<file path="config.mk">
export PLATFORM = sky130hd
export DESIGN_NAME = otp_auth_ctrl
export DESIGN_NICKNAME = d
export VERILOG_FILES = /design/src/rtl/otp_auth_ctrl.sv
export SDC_FILE = /design/constraint.sdc
export NUM_CORES = 1
export LEC_CHECK = 0
export CAP_MARGIN = 20
export CORE_MARGIN = 2
export CORE_UTILIZATION = 50
export DETAILED_ROUTE_END_ITERATION = 10
export HOLD_SLACK_MARGIN = 0.08
export PLACE_DENSITY = 0.75
export SYNTH_ARGS = -nofsm -noshare
export SYNTH_HDL_FRONTEND = slang
export SYNTH_SLANG_ARGS = --single-unit
</file>
<file path="constraint.sdc">
create_clock -name clk -period 3.5 [get_ports clk]
set_input_delay 0.525 -clock clk [delete_from_list [all_inputs] [get_ports clk]]
set_output_delay 0.525 -clock clk [all_outputs]
set_load 0.02 [all_outputs]
</file>
<file path="src/rtl/otp_auth_ctrl.sv">
// OTP session controller: latches a generated OTP, assembles a 4-digit serial
// entry, compares on submit and tracks wrong attempts, lockout, unlock hold and expiry.
module otp_auth_ctrl #(
  parameter int unsigned EXPIRE_CYCLES = 1000,
  parameter int unsigned UNLOCK_CYCLES = 500,
  parameter int unsigned LOCK_CYCLES   = 2000
) (
  input  logic        clk,
  input  logic        rstn,
  input  logic        gen,
  input  logic [15:0] otp_in,
  input  logic        digit_vld,
  input  logic [3:0]  digit,
  input  logic        submit,
  output logic [15:0] user_otp,
  output logic [15:0] lfsr_otp,
  output logic        unlock,
  output logic        lock,
  output logic        expire,
  output logic [1:0]  wrng_att,
  output logic        busy
);

  typedef enum logic [2:0] {
    S_IDLE,
    S_ACTIVE,
    S_UNLOCKED,
    S_LOCKED,
    S_EXPIRED
  } state_t;

  localparam logic [23:0] EXP_LOAD = 24'(EXPIRE_CYCLES - 1);
  localparam logic [23:0] UNL_LOAD = 24'(UNLOCK_CYCLES - 1);
  localparam logic [23:0] LCK_LOAD = 24'(LOCK_CYCLES - 1);

  state_t      state;
  logic [2:0]  dcnt;
  logic [23:0] timer;

  logic        start;
  logic        timer_zero;
  logic [23:0] timer_dec;
  logic        entry_full;
  logic        entry_match;
  logic [1:0]  att_inc;

  // gen opens a new session from every state except LOCKED
  assign start       = gen && (state inside {S_IDLE, S_ACTIVE, S_UNLOCKED, S_EXPIRED});
  assign timer_zero  = (timer == '0);
  // Holds at zero so a mismatch on the last ACTIVE cycle still expires on the next one
  assign timer_dec   = timer_zero ? '0 : timer - 24'd1;
  assign entry_full  = (dcnt == 3'd4);
  assign entry_match = (user_otp == lfsr_otp);
  assign att_inc     = wrng_att + 2'd1;

  function automatic logic [3:0] flags_of(input state_t s);
    return {s != S_IDLE, s == S_UNLOCKED, s == S_LOCKED, s == S_EXPIRED};
  endfunction

  always_ff @(posedge clk) begin
    if (!rstn) begin
      state    <= S_IDLE;
      dcnt     <= '0;
      timer    <= '0;
      user_otp <= '0;
      lfsr_otp <= '0;
      wrng_att <= '0;
      {busy, unlock, lock, expire} <= '0;
    end else if (start) begin
      state    <= S_ACTIVE;
      lfsr_otp <= otp_in;
      user_otp <= '0;
      dcnt     <= '0;
      timer    <= EXP_LOAD;
      {busy, unlock, lock, expire} <= flags_of(S_ACTIVE);
    end else begin
      case (state)
        S_ACTIVE: begin
          timer <= timer_dec;
          if (submit && entry_full) begin
            if (entry_match) begin
              state    <= S_UNLOCKED;
              wrng_att <= '0;
              timer    <= UNL_LOAD;
              {busy, unlock, lock, expire} <= flags_of(S_UNLOCKED);
            end else begin
              wrng_att <= att_inc;
              user_otp <= '0;
              dcnt     <= '0;
              if (att_inc == 2'd3) begin
                state <= S_LOCKED;
                timer <= LCK_LOAD;
                {busy, unlock, lock, expire} <= flags_of(S_LOCKED);
              end
            end
          end else begin
            if (digit_vld && !submit) begin
              user_otp <= {user_otp[11:0], digit};
              if (!entry_full) dcnt <= dcnt + 3'd1;
            end
            if (timer_zero) begin
              state <= S_EXPIRED;
              {busy, unlock, lock, expire} <= flags_of(S_EXPIRED);
            end
          end
        end
        S_UNLOCKED: begin
          if (timer_zero) begin
            state    <= S_IDLE;
            user_otp <= '0;
            lfsr_otp <= '0;
            {busy, unlock, lock, expire} <= flags_of(S_IDLE);
          end else begin
            timer <= timer_dec;
          end
        end
        S_LOCKED: begin
          if (timer_zero) begin
            state    <= S_IDLE;
            wrng_att <= '0;
            user_otp <= '0;
            lfsr_otp <= '0;
            {busy, unlock, lock, expire} <= flags_of(S_IDLE);
          end else begin
            timer <= timer_dec;
          end
        end
        S_IDLE, S_EXPIRED: ;
        default: begin
          state <= S_IDLE;
          {busy, unlock, lock, expire} <= flags_of(S_IDLE);
        end
      endcase
    end
  end

endmodule

</file>
# After elaboration in Yosys (flattened, before gate mapping)

Index checks and enable logic that the tools add are counted.

Bits in registers: 68
Input bits: 25
Output and inout port bits: 38

Add/subtract/negate cells: 3
Eq/ne operators: 22
Muxes and demuxes: 48
Bitwise operators: 3
Reductions and logical operators: 25

Operator list:

| kind                                                                     | number |
|---|---|
| 24-bit two-way mux                                                       | 5 |
| 16-bit two-way mux                                                       | 6 |
| 24-bit case mux with 2 select lines                                      | 1 |
| 16-bit case mux with 2 select lines                                      | 1 |
| 3-bit two-way mux                                                        | 9 |
| 24-bit logical NOT                                                       | 1 |
| 24-bit by 1-bit subtractor with 24-bit output (second input constant)    | 1 |
| 4-bit AND reduction                                                      | 5 |
| 16-bit equality test                                                     | 1 |
| 1-bit two-way mux                                                        | 16 |
| 1-bit case mux with 3 select lines                                       | 4 |
| 10-bit two-way mux                                                       | 1 |
| 2-bit nonzero test                                                       | 5 |
| 3-bit case mux with 3 select lines                                       | 1 |
| 2-bit inequality test (second input constant)                            | 4 |
| 4-bit by 3-bit inequality test with 1-bit output (second input constant) | 2 |
| 2-bit AND reduction                                                      | 4 |
| 3-bit by 2-bit equality test with 1-bit output (second input constant)   | 2 |
| 3-bit equality test (second input constant)                              | 2 |
| 2-bit two-way mux                                                        | 3 |
| 2-bit by 1-bit inequality test with 1-bit output (second input constant) | 3 |
| 3-bit by 1-bit inequality test with 1-bit output (second input constant) | 2 |
| 3-bit inequality test (second input constant)                            | 2 |
| 2-bit OR reduction                                                       | 3 |
| 13 further kinds                                                         | 17 |

# Logic depth before layout (Yosys ltp)

Depth in word-level cells: 7
Mapped depth: 11

# Least setup slack after synthesis

OpenSTA, ideal clock, no wires.

Path kind: register to register
From: register timer[0]
To: register timer[18]
Setup time: 0.116 ns
Data arrival time: 2.418 ns
Path slack: 0.966 ns
Stages on the path, launching flop included: 11
Buffers on the path: 2
Period minus slack after synthesis: 2.534 ns
Cell sequence: dfxtp_1 -> inv_1 -> ha_1 -> or4b_1 -> buf_2 -> or4_1 -> buf_2 -> or4_1 -> and3_1 -> o21ai_1 -> nand2_1

Cells in the longest elaborated chain, start to end: 6
Elaborated cells between the ends (all ways): 10

Ends and longest elaborated chain:

| element                                                                                    | line   | text |
|---|---|---|
| start, declared                                                                            | 38     | `logic [23:0] timer;` |
| start signal, assigned                                                                     | 79     | `timer <= timer_dec;` |
| start signal, assigned                                                                     | 114    | `timer <= timer_dec;` |
| start signal, assigned                                                                     | 125    | `timer <= timer_dec;` |
| 24-bit by 1-bit subtractor with 24-bit output / 24-bit logical NOT (equally long branches) | 51, 49 |  |
| 24-bit two-way mux                                                                         | 51     | `assign timer_dec = timer_zero ? '0 : timer - 24'd1;` |
| 24-bit two-way mux                                                                         | 90     | `if (att_inc == 2'd3) begin` |
| 24-bit two-way mux                                                                         | 81     | `if (entry_match) begin` |
| 24-bit two-way mux                                                                         | 80     | `if (submit && entry_full) begin` |
| 24-bit case mux with 2 select lines                                                        | 77     | `case (state)` |

Parallel ways exist; a longest one is shown, timed or not. The select of a mux whose other input is x is not followed.
A chain may end at the register's enable or synchronous reset.

# Worst setup path in the final report

From: register timer[0]
To: register timer[1]

Cells in the longest elaborated chain, start to end: 7
Elaborated cells between the ends (all ways): 11

Ends and longest elaborated chain:

| element                                                                                    | line   | text |
|---|---|---|
| 24-bit by 1-bit subtractor with 24-bit output / 24-bit logical NOT (equally long branches) | 51, 49 |  |
| 24-bit two-way mux                                                                         | 51     |  |
| 24-bit two-way mux                                                                         | 90     |  |
| 24-bit two-way mux                                                                         | 81     |  |
| 24-bit two-way mux                                                                         | 80     |  |
| 24-bit case mux with 2 select lines                                                        | 77     |  |
| 10-bit two-way mux                                                                         | 69     | `end else if (start) begin` |

Parallel ways exist; a longest one is shown, timed or not. The select of a mux whose other input is x is not followed.

==> reports/metrics.csv <==
metric,value,unit
status,completed,
vias per cell,5.98,
number of antenna-violating nets in the routed design,0,
Clock Sinks,67,
drc violations,0,
#FFs+latches synth,67,
CTS Buffer Depth,2,
cell count after synthesis,402,
clock root cell,clkbuf_8,
detailed placement HPWL,6130,um
Initial DRT Pass Iterations,5,
Critical Path AT,3050,ps
CTS hold repair buffers,0,
largest net degree at the start of global routing,33,
Hold Worst Slack,469,ps
DR vias,3228,
biggest area consumer among synthesized cells,dfxtp_1,
CTS tree,built,
"non-filler cells, final",540,
number of top-level pins,63,
synth-to-layout area growth,27.9,%
fill count,528,
detailed-route wire length per cell,16.2,um
vias in the first global route,2968,
Clock transition at path regs,80,ps
top_reg_cell synth,dfxtp_1,
Max Clk Rate,0.350,GHz
initial core utilization,0.515,
share of layout cells above drive strength 1,0.0734,
Worst-Skew Late Latency,350,ps
GPL Wtd Cong,0.891,
Iter 0 DRT Violations,234,
gr usage total,0.244,
Post-synth EDFFs,0,
"top cells by area, synth","dfxtp_1 (41%), xnor2_1 (7.2%), nor2_1 (5.4%)",
pins over their slew limit,0,
static leakage,1.49,nW
Mapped Area,3270,um^2
Required @ worst endpoint,3700,ps
ys async rst share,0,
Post-CTS Setup Inserts,0,
worst vdd ir,0.334,mV
setup TNS,0,ps
crit path capture type,flop,
first-pass GRT wire length,14100,um
Post-Syn Area per Cell,8.14,um^2
Rows,29,
Critical Path Fanout Max,25,
Max-Cap Viols,0,
Die H,84.9,um
Critical Setup Path Class,flop to flop,
synth warn,0,
Placed Cells,524,
pwr dens,442,nW/um^2
"Net Count, Synth",431,
full die area,7210,um^2
Yosys top cell area share,0.410,
final setup vio count,0,
H-tree Lvls,3,
post-synthesis sequential area ratio,0.410,
Worst Hold Class,flop to flop,
Final Skew,14.4,ps
post-CTS resize count,0,
number of library cell types mapped by synthesis,54,
post-route clock period utilization,0.816,
ANT cells,0,
Slew @ Worst Pin,1040,ps
worst relative slew slack,0.304,
Die Width,84.9,um
final net count,487,
initial antenna violation count,0,
Final Core Density,0.660,
core area,6350,um^2
GR Overflow Total,0,
WL final,8740,um
IO buf count,62,
number of buffers created by CTS,9,
post-layout min period,2860,ps
startpoint types,flop,
RSZ-0062 raised after global routing,no,
Fin. Hold Viols,0,
[cell type report]
cell class | count | area, um^2 | area share
sequential | 67 | 1340 | 0.320
timing repair buffer | 69 | 673 | 0.161
inverter | 9 | 33.8 | 0.00807
clock buffer | 10 | 128 | 0.0305
multi-input combinational | 302 | 1800 | 0.431
clock inverter | 6 | 113 | 0.0269
tap | 77 | 96.3 | 0.0230
[registers in the layout, summed over array words and instances, names as in the netlist]
| name | flops |
|---|---|
| dcnt | 3 |
| lock | 1 |
| busy | 1 |
| wrng_att | 2 |
| user_otp | 16 |
| timer | 24 |
| unlock | 1 |
| state | 3 |
| lfsr_otp | 16 |
[stage by stage]
step,setup WS (ps),power (mW),instance area [um^2]
after floorplan,966,0.986,3270
after global placement,720,1.07,3940
after detailed placement,626,1.08,3950
after CTS,693,1.85,4190
after global routing,424,1.92,4190
final,645,1.85,4190
[logic make-up after synthesis]
family	share of synthesized area
buffers and inverters	0.0405
muxes	0.00612
and+or+nand+nor	0.249
xor gates and xnor gates	0.0749
adders and majority gates	0.0153
DFF	0.410
AOI/OAI and AO/OA	0.204
[synth_stat cells (3+ instances only)]
cell type and n:
inv_1 9, nor2_1 47, a21oi_1 23, a31oi_1 3
nand2_1 33, or3_1 6, xnor2_1 27, o21ai_0 31
and2_1 3, a211oi_1 4, dfxtp_1 67, o21ai_1 3
buf_2 7, nand3_1 23, o31ai_1 4, a22oi_1 16
ha_1 4, or4_1 7, nor4_1 9, nor3_1 10
nand4_1 7, clkbuf_1 17
[worst max-delay path, cell delays in order (launching register included)]
cell,delay (ps)
dfxtp_1,320
inv_1,100
ha_1,230
or4b_1,570
nor4_1,520
a21bo_2,550
nand2_1,180
o21ai_0,190
a21oi_1,60
[cell usage in the layout (no fill, tap or decap), drive strengths merged, types with 11 or more instances in the layout]
cell type | Yosys | routed
dfxtp | 67 | 67
nand3 | 23 | 23
a21oi | 23 | 23
nor4 | 11 | 11
nand2 | 33 | 33
clkdlybuf4s50 | 0 | 62
nor2 | 48 | 48
xnor2 | 27 | 27
o21ai | 35 | 35
a22oi | 16 | 16
[routing by layer]
layer | part of all wire | GRT usage | vias to the layer above | wire, um
met5 | 0 | 0 | - | 0
met4 | 0.015 | 0.108 | 0 | 127
met3 | 0.057 | 0.0496 | 14 | 501
met2 | 0.48 | 0.389 | 114 | 4160
met1 | 0.45 | 0.322 | 1535 | 3950
li1 | - | - | 1565 | -
[where the power goes]
group	switching, mW	internal, mW	total, mW	leakage [nW]
Combinational	0.135	0.113	0.248	0.823
Clock	0.308	0.476	0.785	0.121
Sequential	0.0304	0.787	0.818	0.546
[final timing paths]
kind | from | end | slack, ps | cells past startpoint
max | timer[0] | timer[1] | 640 | 8
min | busy | busy | 470 | 2
max reg2reg | timer[0] | timer[1] | 640 | 8
min reg2reg | busy | busy | 470 | 2
No activity file was read; power rests on OpenSTA's default activity.
